### src/rtl/pe_sequencer.sv
// pe_sequencer: issues CLR/PASS, K MACs, optional RND and OUT to a PE for each
// accepted tile command, with operand-buffer addresses aligned to the PE's
// instruction register.
// Optional feature macro: PE_SEQ_PASS_EN (bias load via PASS instead of CLR).

`ifndef MODE_INT8
`define MODE_INT8  2'd0
`endif
`ifndef MODE_INT16
`define MODE_INT16 2'd1
`endif
`ifndef MODE_INT32
`define MODE_INT32 2'd2
`endif
`ifndef MODE_RSVD
`define MODE_RSVD  2'd3
`endif
`ifndef PE_RND_OPCODE
`define PE_RND_OPCODE 2'd1
`endif
`ifndef PE_CLR_VALUE
`define PE_CLR_VALUE  5'd1
`endif
`ifndef PE_MAC_VALUE
`define PE_MAC_VALUE  5'd2
`endif
`ifndef PE_PASS_VALUE
`define PE_PASS_VALUE 5'd3
`endif
`ifndef PE_OUT_VALUE
`define PE_OUT_VALUE  5'd4
`endif

package pe_sequencer_pkg;
  localparam int unsigned OPC_W  = 2;
  localparam int unsigned MODE_W = 2;
  localparam int unsigned VAL_W  = 5;

  // One PE instruction: opcode, lane mode, opcode-specific value.
  typedef struct packed {
    logic [OPC_W-1:0]  opcode;
    logic [MODE_W-1:0] mode;
    logic [VAL_W-1:0]  value;
  } pe_inst_t;
endpackage

module pe_sequencer
  import pe_sequencer_pkg::*;
#(
  parameter int unsigned ADDR_W = 8,
  parameter int unsigned K_W    = 8
) (
  input  logic              clk,
  input  logic              rst,
  input  logic              cmd_valid,
  output logic              cmd_ready,
  input  logic [MODE_W-1:0] cmd_mode,
  input  logic [K_W-1:0]    cmd_k,
  input  logic [ADDR_W-1:0] cmd_base,
  input  logic [VAL_W-1:0]  cmd_shift,
  input  logic              cmd_bias,
  input  logic              stall,
  output pe_inst_t          pe_inst,
  output logic              pe_inst_valid,
  output logic              buf_rd_en,
  output logic [ADDR_W-1:0] buf_rd_addr,
  output logic              busy,
  output logic              done,
  output logic              err
);

`ifdef PE_SEQ_PASS_EN
  localparam logic PASS_EN = 1'b1;
`else
  localparam logic PASS_EN = 1'b0;
`endif

  typedef enum logic [2:0] {
    S_IDLE,
    S_CLR,
    S_MAC,
    S_RND,
    S_OUT,
    S_DRAIN,
    S_DONE,
    S_ERR
  } state_e;

  state_e              state_q;
  logic [MODE_W-1:0]   mode_q;
  logic [K_W-1:0]      k_q;
  logic [ADDR_W-1:0]   base_q;
  logic [VAL_W-1:0]    shift_q;
  logic                bias_q;
  logic [K_W-1:0]      cnt_q;
  logic [ADDR_W-1:0]   addr_q;

  pe_inst_t            inst_q;
  logic                inst_vld_q;
  logic                rd_en_q;
  logic [ADDR_W-1:0]   rd_addr_q;
  logic                busy_q;
  logic                done_q;
  logic                err_q;
  logic                ready_q;

  state_e              succ_state_d;
  logic [K_W-1:0]      succ_cnt_d;
  logic [ADDR_W-1:0]   succ_addr_d;
  state_e              issue_state_d;
  logic [K_W-1:0]      issue_cnt_d;
  logic [ADDR_W-1:0]   issue_addr_d;
  logic                acc_bias;

  assign acc_bias = cmd_bias & PASS_EN;

  // Instruction encoding for a given issue state.
  function automatic pe_inst_t build_inst(input state_e s, input logic [MODE_W-1:0] mode,
                                          input logic bias, input logic [VAL_W-1:0] shift);
    pe_inst_t r;
    r.opcode = '0;
    r.mode   = mode;
    r.value  = '0;
    case (s)
      S_CLR:   r.value = bias ? `PE_PASS_VALUE : `PE_CLR_VALUE;
      S_MAC:   r.value = `PE_MAC_VALUE;
      S_RND: begin
        r.opcode = `PE_RND_OPCODE;
        r.value  = shift;
      end
      S_OUT:   r.value = `PE_OUT_VALUE;
      default: r.value = '0;
    endcase
    return r;
  endfunction

  // Successor of the instruction currently in flight, with its MAC count and address.
  always_comb begin
    succ_state_d = S_DRAIN;
    succ_cnt_d   = cnt_q;
    succ_addr_d  = addr_q;
    case (state_q)
      S_CLR: begin
        if (k_q != '0) begin
          succ_state_d = S_MAC;
          succ_cnt_d   = k_q;
          succ_addr_d  = base_q + ADDR_W'(bias_q);
        end else if (shift_q != '0) begin
          succ_state_d = S_RND;
        end else begin
          succ_state_d = S_OUT;
        end
      end
      S_MAC: begin
        if (cnt_q > K_W'(1)) begin
          succ_state_d = S_MAC;
          succ_cnt_d   = cnt_q - K_W'(1);
          succ_addr_d  = addr_q + ADDR_W'(1);
        end else if (shift_q != '0) begin
          succ_state_d = S_RND;
        end else begin
          succ_state_d = S_OUT;
        end
      end
      S_RND:   succ_state_d = S_OUT;
      default: succ_state_d = S_DRAIN;
    endcase
  end

  // Next instruction to present: successor if the current one went out, else the held one.
  always_comb begin
    issue_state_d = state_q;
    issue_cnt_d   = cnt_q;
    issue_addr_d  = addr_q;
    if (inst_vld_q) begin
      issue_state_d = succ_state_d;
      issue_cnt_d   = succ_cnt_d;
      issue_addr_d  = succ_addr_d;
    end
  end

  // Sequencer FSM with registered PE, buffer and handshake outputs.
  always_ff @(posedge clk) begin
    if (rst) begin
      state_q    <= S_IDLE;
      mode_q     <= '0;
      k_q        <= '0;
      base_q     <= '0;
      shift_q    <= '0;
      bias_q     <= 1'b0;
      cnt_q      <= '0;
      addr_q     <= '0;
      inst_q     <= '0;
      inst_vld_q <= 1'b0;
      rd_en_q    <= 1'b0;
      rd_addr_q  <= '0;
      busy_q     <= 1'b0;
      done_q     <= 1'b0;
      err_q      <= 1'b0;
      ready_q    <= 1'b1;
    end else begin
      done_q <= 1'b0;
      err_q  <= 1'b0;
      case (state_q)
        S_IDLE: begin
          if (cmd_valid && ready_q) begin
            mode_q  <= cmd_mode;
            k_q     <= cmd_k;
            base_q  <= cmd_base;
            shift_q <= cmd_shift;
            bias_q  <= acc_bias;
            cnt_q   <= '0;
            addr_q  <= cmd_base;
            busy_q  <= 1'b1;
            ready_q <= 1'b0;
            if (cmd_mode == `MODE_RSVD) begin
              state_q <= S_ERR;
              done_q  <= 1'b1;
              err_q   <= 1'b1;
            end else begin
              state_q    <= S_CLR;
              inst_q     <= build_inst(S_CLR, cmd_mode, acc_bias, cmd_shift);
              inst_vld_q <= 1'b1;
              rd_en_q    <= acc_bias;
              rd_addr_q  <= cmd_base;
            end
          end
        end
        S_CLR, S_MAC, S_RND, S_OUT: begin
          if (inst_vld_q && (succ_state_d == S_DRAIN)) begin
            state_q    <= S_DRAIN;
            inst_vld_q <= 1'b0;
            rd_en_q    <= 1'b0;
          end else if (stall) begin
            state_q    <= issue_state_d;
            cnt_q      <= issue_cnt_d;
            addr_q     <= issue_addr_d;
            inst_vld_q <= 1'b0;
            rd_en_q    <= 1'b0;
          end else begin
            state_q    <= issue_state_d;
            cnt_q      <= issue_cnt_d;
            addr_q     <= issue_addr_d;
            inst_q     <= build_inst(issue_state_d, mode_q, bias_q, shift_q);
            inst_vld_q <= 1'b1;
            rd_en_q    <= (issue_state_d == S_MAC) || ((issue_state_d == S_CLR) && bias_q);
            rd_addr_q  <= (issue_state_d == S_CLR) ? base_q : issue_addr_d;
          end
        end
        S_DRAIN: begin
          state_q <= S_DONE;
          done_q  <= 1'b1;
        end
        S_DONE, S_ERR: begin
          state_q <= S_IDLE;
          busy_q  <= 1'b0;
          ready_q <= 1'b1;
        end
        default: begin
          state_q    <= S_IDLE;
          inst_vld_q <= 1'b0;
          rd_en_q    <= 1'b0;
          busy_q     <= 1'b0;
          ready_q    <= 1'b1;
        end
      endcase
    end
  end

  assign cmd_ready     = ready_q;
  assign pe_inst       = inst_q;
  assign pe_inst_valid = inst_vld_q;
  assign buf_rd_en     = rd_en_q;
  assign buf_rd_addr   = rd_addr_q;
  assign busy          = busy_q;
  assign done          = done_q;
  assign err           = err_q;

endmodule

### config.mk
export PLATFORM = sky130hd
export DESIGN_NAME = pe_sequencer
export DESIGN_NICKNAME = d
export VERILOG_FILES = /design/src/rtl/pe_sequencer.sv
export SDC_FILE = /design/constraint.sdc
export NUM_CORES = 1
export LEC_CHECK = 0
export CORE_MARGIN = 5
export CORE_UTILIZATION = 45
export DETAILED_ROUTE_END_ITERATION = 16
export MAX_ROUTING_LAYER = met4
export PLACE_DENSITY = 0.71
export REMOVE_ABC_BUFFERS = 1
export SYNTH_ARGS = -nofsm -noshare
export SYNTH_HDL_FRONTEND = slang
export SYNTH_SLANG_ARGS = --single-unit
export TNS_END_PERCENT = 30
### constraint.sdc
create_clock -name clk -period 2.3 [get_ports clk]
set_input_delay 0.46 -clock clk [delete_from_list [all_inputs] [get_ports clk]]
set_output_delay 0.46 -clock clk [all_outputs]
set_load 0.02 [all_outputs]
Yosys cells after proc, flatten, opt, wreduce, memory -nomap -nowiden --
Cells that the tools add are included.
Word-level totals: flip-flop bits (word level) 65, logic and storage cells 111
Cells by class: add/subtract/negate cells 2, $lt $le $gt $ge 1, eq/ne operators 21, mux-type cells 53, bitwise logic cells 1, reductions and logical operators 16
Operators by type and width (number):
- $mux W8 | 15
- $pmux W8 S2 | 5
- $mux W9 | 4
- $mux W3 | 7
- $pmux W5 S4 | 1
- $eq A3 B3 Y1 const B | 6
- $pmux W9 S2 | 1
- $mux W1 | 13
- $eq A3 B2 Y1 const B | 4
- $pmux W3 S4 | 1
- $ne A2 B2 Y1 const B | 5
- $pmux W1 S2 | 5
- $ne A3 B3 Y1 const B | 3
- $pmux W3 S3 | 1
- $add A8 B1 Y8 const B | 1
- $gt A8 B1 Y1 const B | 1
- $reduce_bool A8 Y1 | 1
- $sub A8 B1 Y8 const B | 1
- $reduce_and A7 Y1 | 1
- $eq A3 B1 Y1 const B | 2
- $reduce_and A3 Y1 | 2
- $reduce_and A5 Y1 | 1
- $reduce_bool A5 Y1 | 1
- $reduce_and A2 Y1 | 2
- other kinds (7) | 10

Logic depth before layout (Yosys ltp) --
depth in word-level cells 10, gate-level depth with buffers 9, depth with buffers taken out 8

Worst setup path before layout --
No wires, ideal clock.
kind flip-flop to flip-flop, from register cnt_q[2], to register inst_q (netlist bit pe_inst[2]), library setup time 0.063 ns, arrival 2.345 ns, slack -0.108 ns, stages on the path, launching flop included 8, path buffers 1, clock period less this slack 2.408 ns, path through dfxtp_1 > or4_1 > buf_2 > or4_4 > a21oi_1 > o22ai_1 > or4_1 > nand3_1
Between the ends: word-level cells in the longest chain between the ends 9
RTL lines:
- start: declaration | line 95 | logic [K_W-1:0] cnt_q;
- start signal: assignment | line 236 | cnt_q <= issue_cnt_d;
- start signal: assignment | line 242 | cnt_q <= issue_cnt_d;
- $gt A8 B1 Y1 (*) | line 155 | if (cnt_q > K_W'(1)) begin
- $mux W3 (*) | line 155
- $pmux W3 S3 (*) | line 142 | case (state_q)
- $mux W3 | line 175 | if (inst_vld_q) begin
- $eq A3 B3 Y1 (tied with other cells) | line 124 | case (s)
- $pmux W5 S4 | line 124
- $mux W9 | line 234 | end else if (stall) begin
- $mux W9 | line 230 | if (inst_vld_q && (succ_state_d == S_DRAIN)) begin
- $pmux W9 S2 | line 204 | case (state_q)
- end signal: assignment | line 222 | inst_q <= build_inst(S_CLR, cmd_mode, acc_bias, cmd_shift);
- end signal: assignment | line 244 | inst_q <= build_inst(issue_state_d, mode_q, bias_q, shift_q);
- end: declaration | line 98 | pe_inst_t inst_q;
Mark *: on every way between the ends. The rest lies on a longest branch, timed or not. The select of a mux whose other input is x is not followed. A chain may end at the register's enable or synchronous reset.

Worst setup path in the final report --
from register cnt_q[2], to register state_q[1]
Between the ends: word-level cells in the longest chain between the ends 7
RTL lines:
- $gt A8 B1 Y1 (*) | line 155
- $mux W3 (*) | line 155
- $pmux W3 S3 (*) | line 142
- $eq A3 B3 Y1 | line 230
- $logic_and A1 B1 Y1 | line 230
- $mux W3 (*) | line 230
- $pmux W3 S4 (*) | line 204
- end signal: assignment | line 235 | state_q <= issue_state_d;
- end signal: assignment | line 241 | state_q <= issue_state_d;
- end: declaration | line 89 | state_e state_q;
Mark *: on every way between the ends. The rest lies on a longest branch, timed or not.

==> results.cfg <==
[worst_setup_path]
arrival_ns = 2.57
critPathKind = reg -> reg
slowest_delay_ns = 0.54
critPathLaunchType = register
cp_max_fo = 4
worstPathCellList = or4_4, or4_4, a211o_2, buf_4, a21oi_1, or2_2, a31oi_1
cpMaxStageDelayCell = or4_4
cp_top_family = simple AND/OR/NAND/NOR gates
cp_data_required_time_ns = 2.53
end_kind = register
critical_path_buf_inv_count = 1
path_common_cell = or4_4

[synth]
synth_edf_count = 0
seq_area_frac_synth = 0.3647
synthCells = 461
netlist_top_cells_area = dfxtp_1 36%, nand2_1 8.0%, a21oi_1 7.4%, nor2_1 4.5%, o21ai_0 3.7%
syn_avg_cell_area_sq_um = 7.621
yosysTopAreaCell = dfxtp_1
synth_cell_type_count = 67
synthTopCellsByCount = 75 x nand2_1, 64 x dfxtp_1, 52 x a21oi_1
synth_seq_cells = 64
netlist.area_leader.share = 0.3647
synth-main-ff-cell = dfxtp_1
syn_area_sq_um = 3513
synthMostInstantiatedCell = nand2_1
synthArstFlopShare = 0
yosys_warnings = 0

[floorplan]
rows = 32
core_sq_um = 7647
num_io_pins = 51
dieArea_sq_um = 9675
die_h_um = 98.36
start_util = 0.4594
fp.dieW_um = 98.36

[cts]
clkTransAtPathRegs_ns = 0.07
cts_buffer_depth = 2
cts-htree-levels = 3
numCtsBuffers = 9
worstSkewPairLatency_ns = 0.35
cts_tree = done
clockRootBuffer = clkbuf_8
cts_sinks = 64

[power_and_ir_drop]
p_sw_frac = 0.4380
p_seq_frac = 0.273
powerDensity_nw_per_um2 = 1295
power_frac_clock = 0.159
switching_power_mw = 2.620
intPower_mw = 3.361
combPwrFrac = 0.569
p_leak_nw = 1.761
ir_drop_v = 0.0004762

[global_route]
grt_pass1_vias = 3423
grt_util_all_layers = 0.2156
antenna_found_initial = 0
grt_pass1_wl_um = 16550
grt_overflow_total = 0
grt_max_degree = 42

[placement]
numPortBuffers = 48
hpwlAfterDp_um = 7086
dp.cells = 630
dpl_worst_slack_ns = -0.1741
gp_congestion = 0.9136
placed_cell_area_sq_um = 4359

[timing]
worst_slew_pin_slew_ns = 0.6033
fmax_ghz = 0.4279
finalHoldViolCount = 0
setup_viol = 3
min_period_ns = 2.337
hold_slack_ns = 0.4562
worst_slack_ns = -0.03700
final_max_slew_viol_count = 0
grt_setup_unrepaired = true
finalCritPeriodShare = 1.016
relSlewSlack = 0.5947
clock_skew_ns = 0.005394

[outcome]
status = complete, but fails checks
violations = setup timing

[cells_and_area]
final_cells = 647
layout-drive-gt1-share = 0.1670
final_nets = 571
design_area_sq_um = 4618
n_antenna_cell = 0
syn2layout_area_growth_pct = 31.45
fillCellCount = 705

[flow_run]
cap_violations = 0

[hold_path]
hold_path.class = reg -> reg

[routing]
routedWlPerCell_um = 15.55
finalWirelength_um = 10060
vias_per_cell = 5.658
vias = 3661
ant_nets = 0
drtIter0Drc = 308
post-route-drc-count = 0
first_pass_iters = 5
==> worst reg2reg max path: stages (launching register included) <==
cell and delay (ns):
dfxtp_2 0.32, or4_4 0.54, or4_4 0.53, a211o_2 0.34
buf_4 0.14, a21oi_1 0.14, or2_2 0.12, a31oi_1 0.08
==> area by class of cell <==
type | count | area (sq um) | share of cell area
Multi-Input combinational cell | 356 | 2116 | 0.4581
Clock inverter | 6 | 60.06 | 0.01300
Timing Repair Buffer | 100 | 869.6 | 0.1883
Tap cell | 102 | 127.6 | 0.02763
Sequential cell | 64 | 1284 | 0.2780
Inverter | 9 | 33.78 | 0.007315
Clock buffer | 10 | 127.6 | 0.02763
==> cell families after synthesis <==
logic type | Yosys count | share of synthesized area
buf+inv | 41 | 0.04950
fa+ha+maj | 4 | 0.01353
other cells | 1 | 0.001067
mux | 9 | 0.02600
compound gates | 145 | 0.2678
xor+xnor | 6 | 0.01496
simple gates | 191 | 0.2625
flops | 64 | 0.3647
==> through the flow <==
stage          power, mW    util  TNS (ns)
3_5_place_dp       4.917  0.5700    -1.566
2_1_floorplan      3.416       -    -5.468
6_report           5.981  0.6039  -0.04492
3_3_place_gp       4.843  0.5700   -0.7012
4_1_cts            5.910  0.5972  -0.06418
5_1_grt            6.389  0.6039   -0.5781
==> worst paths after layout <==
| check | startpoint | endpoint | slack [ns] | depth (start not counted) |
|---|---|---|---|---|
| min reg2reg | busy$_SDFFE_PP0P_ | busy$_SDFFE_PP0P_ | 0.46 | 2 |
| max reg2reg | cnt_q[2]$_SDFFE_PP0P_ | state_q[1]$_SDFFE_PP0N_ | -0.04 | 7 |
| min | busy$_SDFFE_PP0P_ | busy$_SDFFE_PP0P_ | 0.46 | 2 |
| max | cnt_q[2]$_SDFFE_PP0P_ | state_q[1]$_SDFFE_PP0N_ | -0.04 | 7 |
==> state kept, by name, summed over array words and instances (netlist names) <==
| name | count |
|---|---|
| k_q | 8 |
| buf_rd_addr | 8 |
| busy | 1 |
| pe_inst | 8 |
| shift_q | 5 |
| cnt_q | 8 |
| addr_q | 8 |
| pe_inst_valid | 1 |
| done | 1 |
| err | 1 |
| mode_q | 2 |
| base_q | 8 |
| state_q | 3 |
| cmd_ready | 1 |
| buf_rd_en | 1 |
==> cell usage in the layout (no fill, tap or decap), types with 4 or more instances in the layout <==
master | netlist | layout
clkdlybuf4s50_1 | 0 | 47
or3_1 | 6 | 6
and3_1 | 9 | 9
mux2i_1 | 8 | 8
xnor2_1 | 4 | 4
o21ai_0 | 26 | 23
o21ai_1 | 1 | 4
a21oi_1 | 52 | 49
buf_4 | 3 | 51
nand3_1 | 12 | 12
inv_1 | 9 | 9
o32ai_1 | 4 | 4
a311oi_1 | 6 | 6
o22ai_1 | 7 | 6
nor2_1 | 42 | 42
dfxtp_1 | 64 | 62
nand2_1 | 75 | 74
and2_1 | 4 | 4
nand2b_1 | 12 | 12
clkbuf_8 | 0 | 9
nor3_1 | 6 | 6
==> power groups by stage <==
stage | combinational, mW | sequential (mW) | clock (mW)
3_3_place_gp | 3.21 | 1.64 | 0
2_1_floorplan | 1.66 | 1.76 | 0
5_1_grt | 3.71 | 1.67 | 1.01
3_5_place_dp | 3.27 | 1.65 | 0
6_report | 3.40 | 1.63 | 0.950
4_1_cts | 3.31 | 1.63 | 0.974
==> metal layers <==
layer  routed length (um)  up-vias  GRT usage
met5                    0        -          -
met2                 4839      103     0.3427
met4                  201        0     0.1124
met3                  470       19    0.03714
li1                     -     1828          -
met1                 4548     1711     0.2608
==> repair_timing <==
action	4_1_cts	5_1_grt
gates resized for setup	8	15
hold buffers	0	0
pin swaps	3	6
setup endpoints to repair	24	23
buffers inserted	0	1
(Power assumes the default switching activity.)
